===== src/rtl/ps2_kbd_rx.sv =====
// ps2_kbd_rx: PS/2 keyboard receiver with make/break tracking.
//
// Samples the asynchronous PS/2 clock/data lines, frames 11-bit packets
// (start, 8 data LSB first, parity, stop), and tracks the currently held key
// for a seven-segment display path.
//
// Build option: define PS2_PARITY_CHECK_EN to reject frames with even parity.
// Without it the parity bit is shifted in and ignored.
//
// Ports:
//   clk        in   system clock, all state on rising edge
//   clrn       in   asynchronous active-low reset
//   ps2_clk    in   PS/2 clock line (asynchronous)
//   ps2_data   in   PS/2 data line (asynchronous)
//   rx_byte    out  last correctly framed byte (includes F0/E0)
//   rx_valid   out  one-cycle pulse when rx_byte updates
//   frame_err  out  one-cycle pulse on a rejected frame
//   scan_code  out  make code of the currently or last held key
//   blank_flag out  1 = no key held
//   key_count  out  distinct key presses, modulo 256
module ps2_kbd_rx #(
  parameter int unsigned TIMEOUT_CYCLES = 50000
) (
  input  logic       clk,
  input  logic       clrn,
  input  logic       ps2_clk,
  input  logic       ps2_data,
  output logic [7:0] rx_byte,
  output logic       rx_valid,
  output logic       frame_err,
  output logic [7:0] scan_code,
  output logic       blank_flag,
  output logic [7:0] key_count
);

  localparam int unsigned ToW = $clog2(TIMEOUT_CYCLES + 1);
  localparam logic [ToW-1:0] ToLast = ToW'(TIMEOUT_CYCLES - 1);

  localparam logic [1:0] StIdle  = 2'd0;
  localparam logic [1:0] StRecv  = 2'd1;
  localparam logic [1:0] StCheck = 2'd2;

  localparam logic [7:0] CodeBreak = 8'hF0;
  localparam logic [7:0] CodeExt   = 8'hE0;

  logic [2:0]     ps2_clk_sync_q, ps2_data_sync_q;
  logic [1:0]     state_q, state_d;
  logic [3:0]     bit_cnt_q, bit_cnt_d;
  logic [9:0]     shift_q, shift_d;
  logic [ToW-1:0] to_cnt_q, to_cnt_d;
  logic           break_pending_q, break_pending_d;
  logic [7:0]     rx_byte_q, rx_byte_d;
  logic           rx_valid_q, rx_valid_d;
  logic           frame_err_q, frame_err_d;
  logic [7:0]     scan_code_q, scan_code_d;
  logic           blank_q, blank_d;
  logic [7:0]     key_count_q, key_count_d;

  logic       ps2_fall;
  logic       data_s;
  logic       parity_ok;
  logic       frame_ok;
  logic [7:0] frame_byte;

  assign ps2_fall = (ps2_clk_sync_q[2:1] == 2'b10);
  // Data taken from the same synchronizer stage as the newer clock sample.
  assign data_s   = ps2_data_sync_q[1];

  // After 10 shifts into the MSB: [7:0] data, [8] parity, [9] stop.
  assign frame_byte = shift_q[7:0];

`ifdef PS2_PARITY_CHECK_EN
  assign parity_ok = ^shift_q[8:0];
`else
  assign parity_ok = 1'b1;
`endif

  assign frame_ok = shift_q[9] & parity_ok;

  always_comb begin
    state_d         = state_q;
    bit_cnt_d       = bit_cnt_q;
    shift_d         = shift_q;
    to_cnt_d        = to_cnt_q;
    break_pending_d = break_pending_q;
    rx_byte_d       = rx_byte_q;
    rx_valid_d      = 1'b0;
    frame_err_d     = 1'b0;
    scan_code_d     = scan_code_q;
    blank_d         = blank_q;
    key_count_d     = key_count_q;

    case (state_q)
      StIdle: begin
        // A falling edge with data high is not a start bit; stay idle.
        if (ps2_fall && !data_s) begin
          state_d   = StRecv;
          bit_cnt_d = 4'd0;
          to_cnt_d  = '0;
        end
      end

      StRecv: begin
        if (ps2_fall) begin
          shift_d  = {data_s, shift_q[9:1]};
          to_cnt_d = '0;
          if (bit_cnt_q == 4'd9) begin
            state_d = StCheck;
          end else begin
            bit_cnt_d = bit_cnt_q + 4'd1;
          end
        end else if (to_cnt_q == ToLast) begin
          // Abandon the partial frame without flagging an error.
          state_d = StIdle;
        end else begin
          to_cnt_d = to_cnt_q + 1'b1;
        end
      end

      StCheck: begin
        state_d = StIdle;
        if (frame_ok) begin
          rx_valid_d = 1'b1;
          rx_byte_d  = frame_byte;
          if (frame_byte == CodeBreak) begin
            break_pending_d = 1'b1;
          end else if (frame_byte == CodeExt) begin
            // Extended prefix carries no key state of its own.
            break_pending_d = break_pending_q;
          end else if (break_pending_q) begin
            break_pending_d = 1'b0;
            if (frame_byte == scan_code_q) begin
              blank_d = 1'b1;
            end
          end else if (blank_q) begin
            scan_code_d = frame_byte;
            blank_d     = 1'b0;
            key_count_d = key_count_q + 8'd1;
          end
        end else begin
          frame_err_d = 1'b1;
        end
      end

      default: state_d = StIdle;
    endcase
  end

  always_ff @(posedge clk or negedge clrn) begin
    if (!clrn) begin
      ps2_clk_sync_q  <= 3'b111;
      ps2_data_sync_q <= 3'b111;
      state_q         <= StIdle;
      bit_cnt_q       <= 4'd0;
      shift_q         <= 10'd0;
      to_cnt_q        <= '0;
      break_pending_q <= 1'b0;
      rx_byte_q       <= 8'd0;
      rx_valid_q      <= 1'b0;
      frame_err_q     <= 1'b0;
      scan_code_q     <= 8'd0;
      blank_q         <= 1'b1;
      key_count_q     <= 8'd0;
    end else begin
      ps2_clk_sync_q  <= {ps2_clk_sync_q[1:0], ps2_clk};
      ps2_data_sync_q <= {ps2_data_sync_q[1:0], ps2_data};
      state_q         <= state_d;
      bit_cnt_q       <= bit_cnt_d;
      shift_q         <= shift_d;
      to_cnt_q        <= to_cnt_d;
      break_pending_q <= break_pending_d;
      rx_byte_q       <= rx_byte_d;
      rx_valid_q      <= rx_valid_d;
      frame_err_q     <= frame_err_d;
      scan_code_q     <= scan_code_d;
      blank_q         <= blank_d;
      key_count_q     <= key_count_d;
    end
  end

  assign rx_byte    = rx_byte_q;
  assign rx_valid   = rx_valid_q;
  assign frame_err  = frame_err_q;
  assign scan_code  = scan_code_q;
  assign blank_flag = blank_q;
  assign key_count  = key_count_q;

endmodule


===== config.mk =====
export PLATFORM = sky130hd
export DESIGN_NAME = ps2_kbd_rx
export DESIGN_NICKNAME = d
export VERILOG_FILES = /design/src/rtl/ps2_kbd_rx.sv
export SDC_FILE = /design/constraint.sdc
export NUM_CORES = 1
export LEC_CHECK = 0
export CAP_MARGIN = 25
export CORE_MARGIN = 2
export CORE_UTILIZATION = 33
export DETAILED_ROUTE_END_ITERATION = 8
export PLACE_DENSITY = 0.54
export SLEW_MARGIN = 0
export SYNTH_ARGS = -nofsm -noshare
export SYNTH_HDL_FRONTEND = slang
export SYNTH_SLANG_ARGS = --single-unit

===== constraint.sdc =====
create_clock -name clk -period 2.1 [get_ports clk]
set_clock_uncertainty 0.2 [all_clocks]
set_input_delay 0.63 -clock clk [delete_from_list [all_inputs] [get_ports clk]]
set_output_delay 0.63 -clock clk [all_outputs]
set_load 0.01 [all_outputs]

Word-level counts from Yosys, hierarchy flattened

Index checks and enable logic that the tools add are counted.

$add $sub $neg: 3
Eq/ne operators: 16
Mux-type cells: 21
Bitwise logic cells: 3
Reductions and logical operators: 12

Operators by type and width:

| kind                                                                  | count |
|---|---|
| 16-bit 2-to-1 mux                                                     | 3 |
| 16-bit case mux with 2 select lines                                   | 1 |
| 16-bit by 1-bit adder with 16-bit output, second input constant       | 1 |
| 16-bit equality test, second input constant                           | 1 |
| 8-bit equality test, second input constant                            | 2 |
| 4-bit 2-to-1 mux                                                      | 3 |
| 3-bit != test, second input constant                                  | 3 |
| 3-bit AND reduction                                                   | 3 |
| 8-bit by 1-bit adder with 8-bit output, second input constant         | 1 |
| 8-bit equality test                                                   | 1 |
| 1-bit 2-to-1 mux                                                      | 8 |
| 2-bit 2-to-1 mux                                                      | 4 |
| 2-bit != test, second input constant                                  | 4 |
| 4-bit case mux with 2 select lines                                    | 1 |
| 6-bit AND reduction                                                   | 1 |
| 5-bit AND reduction                                                   | 1 |
| 4-bit by 1-bit adder with 4-bit output, second input constant         | 1 |
| 2-bit equality test, second input constant                            | 2 |
| 4-bit equality test, second input constant                            | 1 |
| 2-bit case mux with 2 select lines                                    | 1 |
| 2-bit AND reduction                                                   | 2 |
| 4-bit AND reduction                                                   | 1 |
| 1-bit NOT                                                             | 3 |
| 2-bit by 1-bit equality test with 1-bit output, second input constant | 1 |
| 5 further kinds                                                       | 5 |

Register bits after elaboration: 65
Word-level logic and storage cells: 68

Longest topological paths before layout

Gate-level depths: netlist (run 1).

Word-level depth: 4
Gate-level depth with buffers: 6
Mapped depth without buffers: 6

Worst setup path before layout (run 1)

Ideal clock, no wire load.

Kind: flip-flop to flip-flop
From: register ps2_clk_sync_q[2]
To: register shift_q[2]
Data arrival time: 1630 ps
Data required time: 1775 ps
Setup slack: 145 ps
Cell stages (with the launch flop): 5
Path buffers: 1
Clock period less this slack: 1955 ps
Cells stage by stage: dfstp_2 > nor3b_1 > nand2_1 > buf_2 > mux2_2

Longest elaborated chain between the ends: 2

Ends and longest elaborated chain:

| item                          | line | RTL |
|---|---|---|
| from (decl)                   | 46   | `logic [2:0] ps2_clk_sync_q, ps2_data_sync_q;` |
| from (signal assigned)        | 165  | `ps2_clk_sync_q <= {ps2_clk_sync_q[1:0], ps2_clk};` |
| 2-bit equality test           | 65   | `assign ps2_fall = (ps2_clk_sync_q[2:1] == 2'b10);` |
| 2-bit AND reduction (no line) | -    |  |
| to (signal assigned)          | 169  | `shift_q <= shift_d;` |
| to (decl)                     | 49   | `logic [9:0] shift_q, shift_d;` |

No other way between the ends.
A chain may end at the register's enable or synchronous reset.

Final worst setup path (run 1)

From: register to_cnt_q[4]
To: register to_cnt_q[6]

Longest elaborated chain between the ends: 4
Elaborated cells between the ends (all ways): 7
Those cells by class: add/sub: 1; eq/ne: 2; mux: 3; reduce/logical: 1

Ends and longest elaborated chain:

| item                                     | line | RTL |
|---|---|---|
| from (decl)                              | 50   | `logic [ToW-1:0] to_cnt_q, to_cnt_d;` |
| from (signal assigned)                   | 170  | `to_cnt_q <= to_cnt_d;` |
| 16-bit by 1-bit adder with 16-bit output | 116  | `to_cnt_d = to_cnt_q + 1'b1;` |
| 16-bit 2-to-1 mux                        | 112  | `end else if (to_cnt_q == ToLast) begin` |
| 16-bit 2-to-1 mux                        | 104  | `if (ps2_fall) begin` |
| 16-bit case mux with 2 select lines      | 93   | `case (state_q)` |

Several ways; a longest one is shown, not always the timed one. The select of a mux whose other input is x is not followed.

==> results of run 1 <==
[layer usage]
metal / up-vias / part of all wire, % / global-route usage, %
met4: 0 / 2.3 / 7.27
met3: 10 / 3.4 / 2.88
met5: - / 0 / 0
li1: 1065 / - / -
met2: 36 / 46 / 20.5
met1: 1080 / 48 / 17.9
[area by class of cell]
type | count | share of cell area [%]
Clock buffer | 9 | 3.25
Clock inverter | 7 | 2.04
Inverter | 7 | 0.690
Multi-Input combinational cell | 182 | 33.9
Sequential cell | 65 | 43.0
Tap cell | 108 | 3.55
Timing Repair Buffer | 54 | 13.6
[worst register-to-register path, stage by stage (launching register included)]
cell and delay (ps):
dfrtp_1 430, or4b_4 580, or4_4 510, a31oi_1 160, a31oi_1 50
[worst min path at each step]
stage	depth (start not counted)	end	slack, ps	startpoint
after floorplan	0	bit_cnt_q[0]	130	clrn
final	2	to_cnt_q[7]	70	clrn
after CTS	2	to_cnt_q[13]	100	clrn
after global routing	2	shift_q[4]	110	clrn
after detailed placement	0	ps2_data_sync_q[1]	150	ps2_data_sync_q[0]
after global placement	0	ps2_clk_sync_q[1]	150	ps2_clk_sync_q[0]
[power by group]
group	switching (mW)	internal, mW	total [mW]	leakage, nW
Sequential	0.108	1.40	1.50	0.868
Clock	0.531	0.558	1.09	0.100
Combinational	0.328	0.310	0.638	1.03
Total	0.968	2.26	3.23	2.00
[flip-flops by register name (all words and copies together), names as in the netlist]
name             cells
ps2_data_sync_q      2
rx_valid             1
key_count            8
scan_code            8
bit_cnt_q            4
shift_q             10
blank_flag           1
frame_err            1
break_pending_q      1
rx_byte              8
to_cnt_q            16
ps2_clk_sync_q       3
state_q              2
[synth_stat cells (all sizes together), types with 7 or more instances]
| cell type | instances |
|---|---|
| o31ai | 9 |
| a21oi | 10 |
| nand2 | 31 |
| dfrtp | 59 |
| nand4 | 9 |
| xnor2 | 14 |
| or4 | 10 |
| o21ai | 7 |
| mux2 | 18 |
| and3 | 9 |
| nand3 | 12 |
[logic make-up after synthesis]
logic type,count (synthesis)
buffers and inverters,16
AND/OR/NAND/NOR,103
flip-flops,65
XOR/XNOR,17
AO/OA/AOI/OAI,38
adder cells (fa/ha/maj),4
multiplexers,20
[what timing repair did]
| item | in CTS | in global routing |
|---|---|---|
| gates cloned | 0 | 0 |
| buffers inserted | 4 | 1 |
| hold buffers | 0 | 0 |
| endpoints found under the hold margin | 0 | 0 |
| endpoints found under the setup margin | 17 | 14 |
| gates resized for setup | 13 | 14 |
[stage by stage]
stage | instances | area [µm²]
2_1_floorplan | 263 | 3000
3_3_place_gp | 411 | 3550
3_5_place_dp | 411 | 3550
4_1_cts | 431 | 3760
5_1_grt | 432 | 3810
6_report | 432 | 3810
==> impl_metrics.env, run 1 <==
export IMPL_outcome="finished clean"
export IMPL_drt_iter0_drc=48
export IMPL_crit_slowest_cell="or4b_4"
export IMPL_yosys_warnings=0
export IMPL_drive_gt1_share_pct=22.5
export IMPL_clock_root_buffer="clkbuf_8"
export IMPL_synth_area_um2=3000
export IMPL_hold_ws_ps=74.0
export IMPL_final_cell_mix="dfrtp_1, nand2_1, buf_4"
export IMPL_start_util_pct=34.3
export IMPL_path_delay_family="simple AND/OR/NAND/NOR gates"
export IMPL_fp_row_count=34
export IMPL_path_max_fanout=6
export IMPL_peakVddDrop_uv=420
export IMPL_clk_latency_ps=350
export IMPL_finalSetupViolations=0
export IMPL_min_path_type="in -> async"
export IMPL_synthToLayoutAreaGrowth_pct=26.7
export IMPL_synth_area_leaders="dfrtp_1, mux2_2, dfstp_2, xnor2_1, nand2_1"
export IMPL_synth_seq_area_share_pct=54.4
export IMPL_syn_nets=271
export IMPL_ff2ff_setup_slack_ps=40
export IMPL_diodes=0
export IMPL_core_area_um2=8760
export IMPL_htree_num_levels=3
export IMPL_final_setup_tns_ps=0
export IMPL_netlist_instances=263
export IMPL_grt_pass1_vias=2120
export IMPL_crit_chain="or4b_4, or4_4, a31oi_1, a31oi_1"
export IMPL_die_width_um=99.4
export IMPL_slowest_delay_ps=580
export IMPL_seqCellArea_um2=1640
export IMPL_worst_pin_slew_ps=483
export IMPL_synth_flop_cell="dfrtp_1"
export IMPL_clk_path_buf_depth=2
export IMPL_fin_crit_ps=2060
export IMPL_dr_total_vias=2191
export IMPL_synth_top_area_cell="dfrtp_1"
export IMPL_criticalPathCategory="reg -> reg"
export IMPL_synth_avg_cell_area_um2=11.4
export IMPL_p_per_area_nw_per_um2=849
export IMPL_drc=0
export IMPL_die_area_um2=9880
export IMPL_die_y_um=99.4
export IMPL_cp_end_kind="register"
export IMPL_antenna_left=0
export IMPL_synth_cell_types=47
export IMPL_ioPinCount=31
export IMPL_drt_pre_antenna_iters=4
export IMPL_synth_top_cell_area_share_pct=49.1
export IMPL_path_common_cell="a31oi_1"
export IMPL_dpl_hpwl_um=4070
export IMPL_place_port_buffers=30
export IMPL_multi_input_area_um2=1290
export IMPL_routedWlPerCell_um=14.0
export IMPL_synth_edf_count=0
export IMPL_synthAdderAreaFrac_pct=1.67
export IMPL_total_power_mw=3.23
export IMPL_synth_compound_area_share_pct=9.08
export IMPL_r2r_start="to_cnt_q[4]"
export IMPL_via_per_inst=5.07
export IMPL_grt_pass1_wl_um=10400
export IMPL_critPathBufInv=0
export IMPL_clk_pin_slew_ps=80
export IMPL_slew_headroom_pct=67.5
export IMPL_mostFrequentLayoutCell="dfrtp_1"
export IMPL_reg2reg_to="to_cnt_q[6]"
export IMPL_rsz0062_at_grt="true"
export IMPL_track_usage_pct=13.4
export IMPL_path_depth=4
export IMPL_crit_path_start="to_cnt_q[4]"
export IMPL_slew_violations=0
export IMPL_gp_congestion=0.764
export IMPL_finish_utilization_pct=43.4
export IMPL_max_freq_mhz=487
export IMPL_synthArstFlopShare_pct=100
export IMPL_setup_ws_ps=44.9
export IMPL_p_leak_nw=2.00
export IMPL_drt_total_wl_um=6040
export IMPL_synthMuxAreaShare_pct=7.41
export IMPL_cts_tree="built"
export IMPL_nets=327
export IMPL_synth_xor_area_share_pct=4.96
export IMPL_r2r_cells=4
export IMPL_nFillCells=812
export IMPL_synth_simple_gate_area_share_pct=19.9
export IMPL_crit_required_ps=2120
export IMPL_ys_seq_elements=65
export IMPL_endpoint="to_cnt_q[6]"
export IMPL_cts_sink_count=65
export IMPL_grt_max_degree=66
export IMPL_dpl_worst_slack_ps=64.5
export IMPL_grt_ovfl_total=0
export IMPL_period_share_pct=97.9
export IMPL_cts_buffers=9
export IMPL_critPathArrivalTime_ps=2080
export IMPL_synth_top_family_by_area="simple AND/OR/NAND/NOR gates"
export IMPL_cp_start_kind="register"
export IMPL_finalHoldViolCount=0
export IMPL_drv_max_cap_violation_count=0
export IMPL_antenna_found_initial=0
(Power assumes the default switching activity.)
==> run 2: changes to the inputs <==
CORE_ASPECT_RATIO = 1.4   (was default)
CTS_BUF_LIST = sky130_fd_sc_hd__clkbuf_8 sky130_fd_sc_hd__clkbuf_16   (was default)
==> run 2 against run 1 <==
Against the previous run:
- die area increased by 0.11%
- wire length rose by 5.0%
- cell area rose by 2.8%
- power is 11% higher
- clock power increased by 30%
- first-iteration DRC count grew 27%
- critical path depth is 3 lower
- largest cell class unchanged
==> impl_metrics.env, run 2 (synthesized netlist as in run 1, its figures left out) <==
export IMPL_clk_path_buf_depth=2
export IMPL_htree_num_levels=3
export IMPL_cts_buffers=9
export IMPL_crit_path_start="rx_byte[1]"
export IMPL_start_util_pct=33.7
export IMPL_grt_pass1_vias=2226
export IMPL_dpl_hpwl_um=4330
export IMPL_crit_required_ps=1270
export IMPL_antenna_found_initial=0
export IMPL_r2r_start="to_cnt_q[4]"
export IMPL_fp_row_count=41
export IMPL_top_register="to_cnt_q"
export IMPL_slew_headroom_pct=67.6
export IMPL_max_freq_mhz=487
export IMPL_drt_total_wl_um=6340
export IMPL_largest_reg_flops=16
export IMPL_min_path_type="in -> async"
export IMPL_clock_root_buffer="clkbuf_16"
export IMPL_grt_max_degree=66
export IMPL_crit_chain="clkdlybuf4s50_1"
export IMPL_antenna_left=0
export IMPL_p_leak_nw=1.97
export IMPL_diodes=0
export IMPL_p_per_area_nw_per_um2=916
export IMPL_drt_pre_antenna_iters=4
export IMPL_peakVddDrop_uv=628
export IMPL_cp_end_kind="output port"
export IMPL_core_area_um2=8930
export IMPL_clock_power_share_pct=39.5
export IMPL_p_seq_share_pct=42.0
export IMPL_clk_pin_slew_ps=50
export IMPL_die_y_um=117
export IMPL_via_per_inst=5.09
export IMPL_criticalPathCategory="reg -> out"
export IMPL_slew_violations=0
export IMPL_critPathBufInv=1
export IMPL_final_setup_tns_ps=0
export IMPL_p_comb_share_pct=18.5
export IMPL_cts_tree="built"
export IMPL_fin_crit_ps=2050
export IMPL_hold_ws_ps=107
export IMPL_dr_total_vias=2207
export IMPL_cp_start_kind="register"
export IMPL_final_cell_mix="dfrtp_1, nand2_1, buf_4"
export IMPL_ioPinCount=31
export IMPL_period_share_pct=97.8
export IMPL_mostFrequentLayoutCell="dfrtp_1"
export IMPL_p_int_mw=2.62
export IMPL_die_width_um=84.6
export IMPL_synthToLayoutAreaGrowth_pct=30.3
export IMPL_drive_gt1_share_pct=22.3
export IMPL_track_usage_pct=14.0
export IMPL_die_area_um2=9890
export IMPL_gp_congestion=0.733
export IMPL_place_port_buffers=30
export IMPL_rsz0062_at_grt="false"
export IMPL_path_delay_family="buffers and inverters"
export IMPL_p_sw_share_pct=27.0
export IMPL_drv_max_cap_violation_count=0
export IMPL_finalSetupViolations=0
export IMPL_outcome="finished clean"
export IMPL_dpl_worst_slack_ps=80.1
export IMPL_reg_largest_list="to_cnt_q x16, shift_q x10"
export IMPL_cts_sink_count=65
export IMPL_grt_ovfl_total=0
export IMPL_drc=0
export IMPL_setup_ws_ps=46.7
export IMPL_finalHoldViolCount=0
export IMPL_crit_slowest_cell="clkdlybuf4s50_1"
export IMPL_slowest_delay_ps=540
export IMPL_drt_iter0_drc=61
export IMPL_cts_hold_buf=0
export IMPL_final_area_um2=3910
export IMPL_routedWlPerCell_um=14.6
export IMPL_postPlaceCellArea_um2=3600
export IMPL_p_sw_uw=968
export IMPL_grt_pass1_wl_um=10600
export IMPL_path_max_fanout=2
export IMPL_clk_latency_ps=330
export IMPL_critPathArrivalTime_ps=1220
export IMPL_nets=330
export IMPL_worst_pin_slew_ps=484
[run 2: changes by cell type in the layout (fill, tap and decap cells not counted), moves of 2 or more]
cell,previous run,this run
clkdlybuf4s50_1,3,10
clkbuf_8,9,0
buf_4,22,24
clkbuf_16,0,9
inv_1,6,9
dlymetal6s2s_1,13,8
clkinv_4,2,0
dlygate4sd2_1,13,11
inv_6,2,0
clkinv_2,1,3
[run 2: area by class of cell]
cell class,instances,area [µm²]
timing repair buffer,57,542
clock inverter,7,56.3
sequential,65,1630
clock buffer,9,225
fill,879,5010
inverter,7,26.3
tap,107,134
multi-input combinational,182,1300
[run 2: per-stage QoR]
| step | util, % | instances | power (mW) |
|---|---|---|---|
| finish | 43.8 | 434 | 3.58 |
| detailed placement | 40.3 | 415 | 2.21 |
| global placement | 40.3 | 415 | 2.19 |
| CTS | 43.5 | 433 | 3.66 |
| global route | 43.8 | 434 | 3.80 |
| floorplan | - | 263 | 1.90 |
[run 2: final timing paths]
| kind | endpoint | slack (ps) | depth (start not counted) |
|---|---|---|---|
| worst min register to register | ps2_clk_sync_q[1] | 160 | 0 |
| worst min-delay path | to_cnt_q[14] | 110 | 2 |
| worst max-delay path | rx_byte[1] | 50 | 1 |
| max in group asynchronous | ps2_clk_sync_q[2] | 1250 | 2 |
| worst max register to register | to_cnt_q[6] | 60 | 4 |
| min in group clk | ps2_clk_sync_q[1] | 160 | 0 |
[run 2: layer usage]
layer  track usage, %  vias to the layer above  routed length, µm
met2             23.6                       41               3280
met1             16.3                     1079               2730
li1                 -                     1078                  -
met5                0                        -                  0
met4             6.67                        0                103
met3             4.49                        9                226
[run 2: power by group through the flow]
stage / clock network (mW) / logic, mW / registers (mW)
after floorplan: 0 / 0.352 / 1.54
after global placement: 0 / 0.667 / 1.52
after detailed placement: 0 / 0.681 / 1.52
after CTS: 1.47 / 0.683 / 1.50
after global routing: 1.53 / 0.749 / 1.52
final: 1.42 / 0.665 / 1.50
[run 2: what timing repair did]
action / 4_1_cts / 5_1_grt
gates resized for setup: 11 / 9
endpoints found under the setup margin: 13 / 10
setup buffers: 2 / 1
==> run 3: changes to the inputs <==
CORE_UTILIZATION = 45   (was 33)
GPL_TIMING_DRIVEN = 0   (was default)
PLACE_DENSITY = 0.69   (was 0.54)
==> run 3 against run 2 <==
Against the previous run:
- critical path depth rose by 3
- register-to-register slack worse by 20 ps
- sequential power up 5%
- count of clock-buffer cells in the layout unchanged
- flip-flop and latch count stayed put
- utilization rose by 14 points
- die area decreased by 26%
- wire length fell by 7.7%
- sequential share of layout area rose by 1.8 points
- combinational power shrank 30%
- largest power group unchanged
- clock power is 9% lower
==> impl_metrics.env, run 3 (synthesized netlist as in run 1, its figures left out) <==
export IMPL_core_area_um2=6530
export IMPL_path_common_cell="a31oi_1"
export IMPL_p_int_mw=2.41
export IMPL_hold_path_startpoint="ps2_clk_sync_q[0]"
export IMPL_peakVddDrop_uv=764
export IMPL_start_util_pct=46.0
export IMPL_dp_cells=367
export IMPL_max_freq_mhz=486
export IMPL_grt_pass1_wl_um=9750
export IMPL_p_comb_share_pct=13.9
export IMPL_dpl_hpwl_um=3860
export IMPL_p_leak_nw=1.97
export IMPL_crit_chain="or4b_4, or4_4, a31oi_1, a31oi_1"
export IMPL_crit_path_start="to_cnt_q[4]"
export IMPL_worst_pin_slew_ps=797
export IMPL_met3_usage_pct=6.30
export IMPL_cts_buffers=9
export IMPL_cts_hold_buf=0
export IMPL_drc=0
export IMPL_finalHoldViolCount=0
export IMPL_via_per_inst=5.46
export IMPL_clock_power_share_pct=38.7
export IMPL_p_per_area_nw_per_um2=886
export IMPL_grt_ovfl_total=0
export IMPL_path_delay_family="simple AND/OR/NAND/NOR gates"
export IMPL_drv_max_cap_violation_count=0
export IMPL_r2r_start="to_cnt_q[4]"
export IMPL_p_sw_share_pct=27.8
export IMPL_setup_ws_ps=44.0
export IMPL_path_max_fanout=6
export IMPL_critPathBufInv=0
export IMPL_p_sw_uw=926
export IMPL_dpl_worst_slack_ps=-94.2
export IMPL_dr_total_vias=2142
export IMPL_rsz0062_at_grt="true"
export IMPL_clk_latency_ps=350
export IMPL_nFillCells=543
export IMPL_nets=321
export IMPL_multi_input_area_um2=1330
export IMPL_finalSetupViolations=0
export IMPL_mostFrequentLayoutCell="dfrtp_1"
export IMPL_critPathArrivalTime_ps=2090
export IMPL_p_seq_share_pct=47.4
export IMPL_grt_pass1_vias=2114
export IMPL_slew_violations=0
export IMPL_antenna_left=0
export IMPL_min_path_type="reg -> reg"
export IMPL_hold_ws_ps=157
export IMPL_criticalPathCategory="reg -> reg"
export IMPL_seqCellArea_um2=1640
export IMPL_cts_tree="built"
export IMPL_clk_path_buf_depth=2
export IMPL_fp_row_count=35
export IMPL_track_usage_pct=17.4
export IMPL_htree_num_levels=3
export IMPL_slowest_delay_ps=560
export IMPL_cts_sink_count=65
export IMPL_antenna_found_initial=0
export IMPL_drt_iter0_drc=133
export IMPL_grt_use_met2_pct=27.4
export IMPL_outcome="finished clean"
export IMPL_fin_crit_ps=2060
export IMPL_busiest_layer="met2"
export IMPL_total_power_mw=3.33
export IMPL_routedWlPerCell_um=14.9
export IMPL_cp_end_kind="register"
export IMPL_gp_congestion=0.786
export IMPL_final_cell_mix="dfrtp_1, nand2_1, mux2_2"
export IMPL_cp_start_kind="register"
export IMPL_drive_gt1_share_pct=23.3
export IMPL_slew_headroom_pct=46.8
export IMPL_crit_slowest_cell="or4b_4"
export IMPL_clk_pin_slew_ps=80
export IMPL_reg_largest_list="to_cnt_q x16, shift_q x10"
export IMPL_place_port_buffers=30
export IMPL_top_register="to_cnt_q"
export IMPL_period_share_pct=97.9
export IMPL_clock_root_buffer="clkbuf_8"
export IMPL_drt_total_wl_um=5850
export IMPL_synthToLayoutAreaGrowth_pct=25.2
export IMPL_largest_reg_flops=16
export IMPL_grt_max_degree=66
export IMPL_crit_required_ps=2130
export IMPL_die_y_um=101
export IMPL_ioPinCount=31
export IMPL_diodes=0
export IMPL_die_area_um2=7350
export IMPL_final_cell_count_no_fill=392
export IMPL_drt_pre_antenna_iters=4
export IMPL_die_width_um=73.1
export IMPL_grt_use_met1_pct=21.4
-- run 3: changes by cell type in the layout (fill, tap and decap cells not counted), sizes merged --
cell | previous run | this run
buf | 28 | 16
clkdlybuf4s50 | 10 | 4
dlymetal6s2s | 8 | 13
clkbuf | 9 | 12
bufinv | 1 | 3
clkinv | 4 | 2
clkinvlp | 0 | 1
dlygate4sd2 | 11 | 12
inv | 9 | 8
-- run 3: final cells by class --
class / count / share of cell area, %
Clock buffer: 9 / 3.29
Tap cell: 74 / 2.46
Buffer: 9 / 1.46
Timing Repair Buffer: 39 / 10.2
Multi-Input combinational cell: 182 / 35.2
Inverter: 7 / 0.698
Clock inverter: 7 / 3.16
Sequential cell: 65 / 43.5
-- run 3: path summary, 6_finish.rpt --
| path | end | slack, ps | cells after the start |
|---|---|---|---|
| min in group asynchronous | to_cnt_q[1] | 180 | 1 |
| max | to_cnt_q[6] | 40 | 4 |
| max in group asynchronous | key_count[3] | 960 | 1 |
| max reg2reg | to_cnt_q[6] | 40 | 4 |
| min reg2reg | ps2_clk_sync_q[1] | 160 | 0 |
| min | ps2_clk_sync_q[1] | 160 | 0 |
-- run 3: what timing repair did --
item | in CTS | in global routing
setup endpoints to repair | 39 | 43
pin swaps | 1 | 9
cloned | 0 | 1
buffers inserted | 6 | 2
resized for setup | 15 | 25
-- run 3: routing by layer --
metal	part of all wire, %	vias up
met3	3.6	10
met5	0	-
met4	1.7	0
li1	-	1058
met2	50	31
met1	45	1043
-- run 3: power by group through the flow --
stage / Combinational, mW / Sequential, mW / Clock, mW
floorplan: 0.352 / 1.54 / 0
global placement: 0.439 / 1.60 / 0
detailed placement: 0.457 / 1.60 / 0
CTS: 0.466 / 1.58 / 1.31
global route: 0.529 / 1.61 / 1.37
finish: 0.464 / 1.58 / 1.29
-- run 3: through the flow --
stage	utilization, %	cell area, µm²	setup TNS, ps
after floorplan	-	3000	0
after global placement	52.1	3400	-123900
after detailed placement	52.0	3390	-1380
after CTS	56.3	3670	0
after global routing	57.7	3760	-257
final	57.7	3760	0
